<file path="src/rtl/alu_pkg.sv">
// rtl/alu_pkg.sv - opcode and FSM state encodings shared by the accumulator slice
package alu_pkg;

    localparam int ACC_W = 16;

    typedef enum logic [1:0] {
        OP_LOAD  = 2'b00,
        OP_ADD   = 2'b01,
        OP_SUB   = 2'b10,
        OP_CLEAR = 2'b11
    } op_t;

    typedef enum logic {
        ST_IDLE = 1'b0,
        ST_EXEC = 1'b1
    } state_t;

endpackage

</file>
<file path="src/rtl/add_subt_16bits.sv">
// rtl/add_subt_16bits.sv - 16-bit add/subtract; x=1 selects op0 - op1, cout=1 means no borrow
module add_subt_16bits (
    input  logic [15:0] op0,
    input  logic [15:0] op1,
    input  logic        x,
    output logic [15:0] result,
    output logic        cout
);

    logic [15:0] w_op1_x;
    logic        w_c_mid;

    // Two's complement subtract: invert op1 and inject x as the low carry in.
    xor_gate #(.W(16)) U_XOR (
        .i_a (op1),
        .i_b ({16{x}}),
        .o_y (w_op1_x)
    );

    fa_8bits U_FA_LO (
        .i_a    (op0[7:0]),
        .i_b    (w_op1_x[7:0]),
        .i_cin  (x),
        .o_sum  (result[7:0]),
        .o_cout (w_c_mid)
    );

    fa_8bits U_FA_HI (
        .i_a    (op0[15:8]),
        .i_b    (w_op1_x[15:8]),
        .i_cin  (w_c_mid),
        .o_sum  (result[15:8]),
        .o_cout (cout)
    );

endmodule

</file>
<file path="src/rtl/fa_8bits.sv">
// rtl/fa_8bits.sv - 8-bit adder with carry in and carry out
module fa_8bits (
    input  logic [7:0] i_a,
    input  logic [7:0] i_b,
    input  logic       i_cin,
    output logic [7:0] o_sum,
    output logic       o_cout
);

    assign {o_cout, o_sum} = {1'b0, i_a} + {1'b0, i_b} + {8'd0, i_cin};

endmodule

</file>
<file path="src/rtl/xor_gate.sv">
// rtl/xor_gate.sv - bitwise xor of two vectors
module xor_gate #(
    parameter int W = 1
) (
    input  logic [W-1:0] i_a,
    input  logic [W-1:0] i_b,
    output logic [W-1:0] o_y
);

    assign o_y = i_a ^ i_b;

endmodule

</file>
<file path="src/rtl/acc_ctrl_16bits.sv">
// rtl/acc_ctrl_16bits.sv - two-state command sequencer and flag storage around add_subt_16bits
module acc_ctrl_16bits
    import alu_pkg::*;
(
    input  logic        clk,
    input  logic        rst,
    input  logic        in_valid,
    output logic        in_ready,
    input  logic [1:0]  opcode,
    input  logic [15:0] operand,
    output logic [15:0] acc,
    output logic        carry,
    output logic        overflow,
    output logic        ovf_sticky,
    output logic        zero,
    output logic        out_valid
);

    state_t      r_state;
    state_t      w_next;
    op_t         r_op;
    logic [15:0] r_opd;
    logic [15:0] r_acc;
    logic        r_carry;
    logic        r_overflow;
    logic        r_ovf_sticky;
    logic        r_zero;
    logic        r_out_valid;

    logic [15:0] w_result;
    logic        w_cout;
    logic        w_ovf_new;
    logic        w_accept;

    add_subt_16bits U_ADDSUB (
        .op0    (r_acc),
        .op1    (r_opd),
        .x      (r_op == OP_SUB),
        .result (w_result),
        .cout   (w_cout)
    );

    always_ff @(posedge clk) begin
        if (rst) r_state <= ST_IDLE;
        else     r_state <= w_next;
    end

    always_comb begin
        w_next = r_state;
        case (r_state)
            ST_IDLE: if (in_valid) w_next = ST_EXEC;
            ST_EXEC: w_next = ST_IDLE;
            default: w_next = ST_IDLE;
        endcase
    end

    always_comb begin
        in_ready = (r_state == ST_IDLE);
    end

    assign w_accept = in_ready && in_valid;

    always_comb begin
        w_ovf_new = 1'b0;
        if (r_op == OP_ADD)
            w_ovf_new = (r_acc[15] == r_opd[15]) && (w_result[15] != r_acc[15]);
        else if (r_op == OP_SUB)
            w_ovf_new = (r_acc[15] != r_opd[15]) && (w_result[15] != r_acc[15]);
    end

    always_ff @(posedge clk) begin
        if (rst) begin
            r_op         <= OP_LOAD;
            r_opd        <= '0;
            r_acc        <= '0;
            r_carry      <= 1'b0;
            r_overflow   <= 1'b0;
            r_ovf_sticky <= 1'b0;
            r_zero       <= 1'b1;
            r_out_valid  <= 1'b0;
        end else begin
            r_out_valid <= (r_state == ST_EXEC);
            if (w_accept) begin
                r_op  <= op_t'(opcode);
                r_opd <= operand;
            end
            if (r_state == ST_EXEC) begin
                case (r_op)
                    OP_ADD, OP_SUB: begin
                        r_acc        <= w_result;
                        r_carry      <= w_cout;
                        r_overflow   <= w_ovf_new;
                        r_ovf_sticky <= r_ovf_sticky | w_ovf_new;
                        r_zero       <= (w_result == 16'd0);
                    end
                    OP_LOAD: begin
                        r_acc        <= r_opd;
                        r_carry      <= 1'b0;
                        r_overflow   <= 1'b0;
                        r_ovf_sticky <= 1'b0;
                        r_zero       <= (r_opd == 16'd0);
                    end
                    default: begin
                        r_acc        <= '0;
                        r_carry      <= 1'b0;
                        r_overflow   <= 1'b0;
                        r_ovf_sticky <= 1'b0;
                        r_zero       <= 1'b1;
                    end
                endcase
            end
        end
    end

    assign acc        = r_acc;
    assign carry      = r_carry;
    assign overflow   = r_overflow;
    assign ovf_sticky = r_ovf_sticky;
    assign zero       = r_zero;
    assign out_valid  = r_out_valid;

endmodule

</file>
<file path="config.mk">
export PLATFORM = sky130hd
export DESIGN_NAME = acc_ctrl_16bits
export DESIGN_NICKNAME = d
export VERILOG_FILES = /design/src/rtl/alu_pkg.sv /design/src/rtl/add_subt_16bits.sv /design/src/rtl/fa_8bits.sv /design/src/rtl/xor_gate.sv /design/src/rtl/acc_ctrl_16bits.sv
export SDC_FILE = /design/constraint.sdc
export NUM_CORES = 1
export LEC_CHECK = 0
export CAP_MARGIN = 20
export CORE_UTILIZATION = 40
export CTS_BUF_LIST = sky130_fd_sc_hd__clkbuf_8
export CTS_CLUSTER_DIAMETER = 200
export DETAILED_ROUTE_END_ITERATION = 10
export SLEW_MARGIN = 20
export SYNTH_ARGS = -nofsm -noshare
export SYNTH_HDL_FRONTEND = slang
export SYNTH_SLANG_ARGS = --single-unit
</file>
<file path="constraint.sdc">
create_clock -name clk -period 5.05 [get_ports clk]
set_input_delay 0.505 -clock clk [delete_from_list [all_inputs] [get_ports clk]]
set_output_delay 0.505 -clock clk [all_outputs]
set_load 0.05 [all_outputs]
</file>
Word-level counts from Yosys, hierarchy flattened
Cells that the tools add are included.
Word-level totals
  bits in registers: 40
  input port bits: 21
  logic and storage cells: 37
Operators by class
  $add $sub $neg: 4
  eq/ne operators: 5
  muxes and demuxes: 9
  bitwise gates (word level): 3
  reductions and logical operators: 7
Operator list (number)
  $logic_not 16->1: 2
  $pmux 16 s2: 1
  $add 8x8->9: 2
  $add 9x1->9: 2
  $xor 16x16->16: 1
  $mux 1: 6
  $pmux 1 s2: 2
  $logic_and 1x1->1: 3
  $eq 2x1->1 const B: 1
  $eq 2x2->1 const B: 1
  $logic_not 2->1: 1
  $ne 1x1->1: 2
  $reduce_or 2->1: 1
  $eq 1x1->1: 1
  $not 1->1: 1
  $or 1x1->1: 1

Depth between registers and ports, before layout
Gate-level depths: netlist (run 1).
  depth in word-level cells: 11
  depth in mapped cells: 20
  mapped depth without buffers: 19

Cells and area by module
A second synthesis (run 1) with hierarchy kept.
Unflattened totals
  cell total of the unflattened synthesis: 298
  area, all modules: 2439.8 µm²
Modules (own cells, without submodules)
  acc_ctrl_16bits: times used 1, cells each 200, area each 1636.6 µm², seq. area each 800.8 µm²
  fa_8bits (U_ADDSUB.U_FA_HI): times used 1, cells each 42, area each 331.6 µm², seq. area each 0.0 µm²
  fa_8bits (U_ADDSUB.U_FA_LO): times used 1, cells each 40, area each 331.6 µm², seq. area each 0.0 µm²
  xor_gate: times used 1, cells each 16, area each 140.1 µm², seq. area each 0.0 µm²

Worst setup path after synthesis (run 1)
No wires, ideal clock.
  path type: reg-to-reg
  start: register r_op[0]
  end: register r_zero (netlist: zero)
  arrival time: 4.153 ns
  data required time: 4.954 ns
  path slack: 0.801 ns
  cell stages (with the launch flop): 21
  period minus slack after synthesis: 4.249 ns
  cells stage by stage: dfxtp_1 -> inv_1 -> ha_1 -> buf_2 -> buf_1 -> xor2_1 -> ha_1 -> a21oi_1 -> a21oi_1 -> o31a_1 -> o21ai_1 -> nand2b_1 -> fa_1 -> inv_1 -> fa_1 -> inv_1 -> nor4_1 -> nand3_1 -> nor4_1 -> or4b_1 -> o41ai_2
Between the ends
  cells in the longest elaborated chain, start to end: 7
  elaborated cells on any way between the ends: 11
RTL lines
  from (decl): line acc_ctrl_16bits.sv:21  | op_t r_op;
  from (signal assigned): line acc_ctrl_16bits.sv:84  | r_op <= op_t'(opcode);
  $eq 2x2->1: line acc_ctrl_16bits.sv:38, acc_ctrl_16bits.sv:88
  $xor 16x16->16: line xor_gate.sv:10  | assign o_y = i_a ^ i_b;
  $add 8x8->9: line fa_8bits.sv:10  | assign {o_cout, o_sum} = {1'b0, i_a} + {1'b0, i_b} + {8'd0, i_cin};
  $add 9x1->9 (2 in series): line fa_8bits.sv:10
  $logic_not 16->1: line acc_ctrl_16bits.sv:94  | r_zero <= (w_result == 16'd0);
  $pmux 1 s2 *: line acc_ctrl_16bits.sv:88  | case (r_op)
  to (signal assigned): line acc_ctrl_16bits.sv:94
  to (signal assigned): line acc_ctrl_16bits.sv:101  | r_zero <= (r_opd == 16'd0);
  to (decl): line acc_ctrl_16bits.sv:27  | logic r_zero;
Every way passes the cells marked *; elsewhere a longest branch is shown, timed or not.
A chain may end at the register's enable or synchronous reset.

Final worst setup path (run 1)
Same ends and word-level chain as after synthesis.

==> summary.md, run 1 <==
| Metric | Value |
|---|---|
| Status | finished, final reports clean |
| Area of all placed cells without fillers | between 3000 and 4000 sq um |
| Post-detailed-route via-to-cell ratio | roughly 5.5 |
| Remaining antenna violation count after routing | 0 |
| Syn. warnings | 0 |
| Final critical path time including I/O delays and setup | 4.39 ns |
| Final wirelength | about 6300 um |
| Worst Hold Depth | 2 |
| Number of global-route vias before repair | 2099 |
| Antenna diode count | 0 |
| Post-layout total power | 0.770 mW |
| Post-synthesis instance total | ~310 |
| Average cell area after synthesis | 8.22 sq um |
| Total CTS buffers | 5 |
| Worst hold path type | reg2reg |
| Maximum buffer depth of the clock tree | 2 |
| Number of clock sinks | 40 |
| Crit end category | register |
| Switch Pwr | around 0.26 mW |
| Switching share of total power | 0.340 |
| Fraction of synthesized cell area taken by the top area cell type | 0.320 |
| Width of the die | 81.2 um |
| Slew headroom | 0.425 |
| Worst R2R Path Depth | 19 |
| Post-synth cell types | between 50 and 60 |
| Initial cell density of the core | 0.418 |
| Clock network fraction of design power | 0.287 |
| Drt initial violations | 90 |
| Start point of the worst hold path | overflow |
| Drt drc | 0 |
| Synth-to-Final Area Change | 22.5% |
| Number of maximum-capacitance constraint violations | 0 |
| PortBufs | 42 |
| Vias | 2282 |
| Class of the most critical setup path | reg2reg |
| CP delay by family, top | adder cells |
| Delay contributed by the slowest stage of the critical path | 0.49 ns |
| Critical Path AT | 4.59 ns |
| Die Height | 81.2 um |
| Launching element type of the critical path | register |
| Core utilization of the finished layout | 0.512 |
| Number of nets produced by synthesis | 348 |
| Leakage dissipation | 1.27 nW |
| Setup repair after global routing missed its margin | no |
| DP Wirelength | 4730 um |
| VDD IR max | 0.110 mV |
| Clock slew seen by the registers of the worst setup and hold paths | ~0.08 ns |
| Cell area reported after detailed placement | 2980 sq um |
| Setup TNS | 0 ns |
| Layout cell share with drive strength beyond 1 | 0.0787 |
| Wire length of the first global-routing pass | 10300 um |
| Fraction of registers with async set or reset after synthesis | 0 |
| Number of hold-repair buffers added at the cts stage | 0 |
| Drt first pass iters | 4 |
| Total setup violations reported at the end of the flow | 0 |
| Syn Std Cell Area | 2510 sq um |
| Critical path's slowest cell | or4b_1 |
| Number of gates given a new drive strength after cts | 0 |
| Clk Tree Root Cell | clkbuf_8 |
| Fillers | around 600 |
| Critical R2R Capture | zero |
| Antenna violations before repair | 0 |
| Leading cell type in the layout, fill and taps excluded | nand2_1 |
| Number of synthesized flops with an enable pin | 0 |
| Power share of the combinational group | 0.261 |
| H-tree depth reported by CTS | 2 |
| Buf+Inv Stages, Crit Path | 3 |
| Final Slew Violations | 0 |
| Yosys top cell by area | dfxtp_1 |
| Final Skew | 0.0119 ns |
| Internal | between 0.5 and 0.6 mW |
| Transition at the pin with the smallest max-transition slack | 0.860 ns |
| Total track usage | 0.208 |
| Net total in the final layout | 385 |
| Flop and latch count out of synthesis | 40 |
| Worst EP required | 5.25 ns |
| Largest cells by area after synthesis | dfxtp_1 32%, ha_1 9.5%, nand2_1 8.7% |
| Pin count of the biggest net entering global routing | 26 |
| Cell-by-cell listing of the critical path | inv_1 -> ha_1 -> mux2i_4 -> inv_1 -> fa_1 -> nand3_1 -> a21oi_1 -> o31a_1 -> o21ai_1 -> nand2b_1 -> fa_1 -> inv_1 -> fa_1 -> xnor2_1 -> nor3_1 -> nand3_1 -> nor4_1 -> or4b_1 -> o41ai_2 |
| # IOs | 43 |
| Row count | 28 |
| Average wire per cell in the routed design | 15.1 um |
| CTS tree | built |
| Reg power frac | 0.451 |
| Area of the die | about 6600 sq um |
| Most used cells in the layout excluding fill and tap cells | 58 x nand2_1, 42 x clkdlybuf4s50_1, 40 x dfxtp_1, 30 x a21oi_1, 20 x o21ai_1 |
| Final worst path period share | 0.869 |
| Critical-path maximum fanout | 8 |
| Routability Congestion | 0.912 |
| Source-to-sink clock delay at the later pin of the worst-skew pair | 0.30 ns |
| Total power per unit cell area | ~250 nW/um^2 |
| Share of the yosys chip area belonging to registers | 0.320 |
| Total grt overflow | 0 |
| Number of hold violations in the final report | 0 |
| Worst reg2reg startpoint | r_op[0] |
| Terminating pin of the worst hold path | overflow |
| F_max | between 0.2 and 0.25 GHz |
| Most used flip-flop cell after synthesis | dfxtp_1 |
| Setup slack, reg-to-reg | 0.66 ns |
| Core ar. | 5990 sq um |
| Setup Fix Bufs, Post-CTS | 0 |
[worst register-to-register path, delay by kind of cell, from the launching register on]
family | cells | cell delay [ns]
buffers and inverters | 3 | 0.27
AND/OR/NAND/NOR | 6 | 1.17
XOR/XNOR | 1 | 0.10
adder cells (fa/ha/maj) | 4 | 1.38
AO/OA/AOI/OAI | 4 | 0.73
multiplexers | 1 | 0.27
flip-flops | 1 | 0.39
[cell usage after synthesis (2+ instances only)]
cell type  instances
clkbuf_1          12
nor4_1             7
nand2_1           58
dfxtp_1           40
a22o_1             2
o21a_1             2
o31ai_1            2
nand2b_1           2
nand4_1            2
inv_1             10
a21oi_1           30
nor3_1             4
inv_2              2
nor3_2             3
xnor2_1            3
and3_2             2
a22oi_1           12
nor2_1             8
o21ai_0            3
o21ai_1           20
nor2b_1            3
xor2_1            19
a21o_1             2
or2_1              2
ha_1              19
fa_1               3
nand3_1            5
[power groups by stage]
stage | clock [mW] | combinational, mW | sequential, mW
5_1_grt | 0.241 | 0.221 | 0.350
4_1_cts | 0.226 | 0.201 | 0.347
6_report | 0.221 | 0.201 | 0.347
3_3_place_gp | 0 | 0.200 | 0.355
2_1_floorplan | 0 | 0.128 | 0.364
3_5_place_dp | 0 | 0.200 | 0.355
[kinds of logic (layout without fill, tap and decap cells)]
family | count (synthesis) | after routing | synth area share
simple gates | 106 | 106 | 0.207
compound gates | 85 | 85 | 0.216
flops | 40 | 40 | 0.320
buf+inv | 27 | 65 | 0.0439
fa+ha+maj | 22 | 22 | 0.119
xor+xnor | 22 | 22 | 0.0769
mux | 3 | 3 | 0.0175
[worst max-delay path by stage]
stage	from	end	cells past startpoint
2_1_floorplan	r_op[0]	zero	20
5_1_grt	r_op[0]	zero	18
3_3_place_gp	r_op[0]	zero	18
6_report	r_op[0]	zero	19
3_5_place_dp	r_op[0]	zero	19
4_1_cts	r_op[0]	zero	19
[state kept, by name, indices dropped and copies added (netlist names)]
register,count
r_opd,16
overflow,1
r_op,2
r_state,1
ovf_sticky,1
carry,1
zero,1
acc,16
out_valid,1
[layer usage]
metal	vias to the layer above	global-route usage	part of all wire	wire, um
met5	-	0	0	0
met4	0	0.0571	0.010	66
met3	7	0.0382	0.038	240
met2	52	0.324	0.43	2740
met1	1070	0.292	0.52	3260
li1	1153	-	-	-
[through the flow]
| step | instances | hold WS, ns | worst slack, ns |
|---|---|---|---|
| after global placement | 410 | 0.442 | 0.892 |
| after global routing | 418 | 0.473 | 0.320 |
| after floorplan | 305 | 0.470 | 0.801 |
| after CTS | 418 | 0.457 | 0.663 |
| final | 418 | 0.450 | 0.659 |
| after detailed placement | 410 | 0.445 | 0.689 |
[cell type report]
class                      instances  area (sq um)  share of cell area
inverter                          12          45.0              0.0147
clock inverter                     3          20.0             0.00652
multi-input combinational        238          1600               0.521
tap                               75          93.8              0.0306
sequential                        40           801               0.261
clock buffer                       5          68.8              0.0224
timing repair buffer              45           443               0.144
No activity file was read; power rests on OpenSTA's default activity.
==> inputs of run 2 (changes only) <==
Settings changed: CAP_MARGIN 20 to default.
==> results of run 2 <==
The final DEF is identical to that of run 1; final timing and power are the same.
==> inputs of run 3 (changes only) <==
Settings changed: GPL_ROUTABILITY_DRIVEN from default to 0.
==> results of run 3 <==
The final DEF is identical to that of run 1; final timing and power are the same.
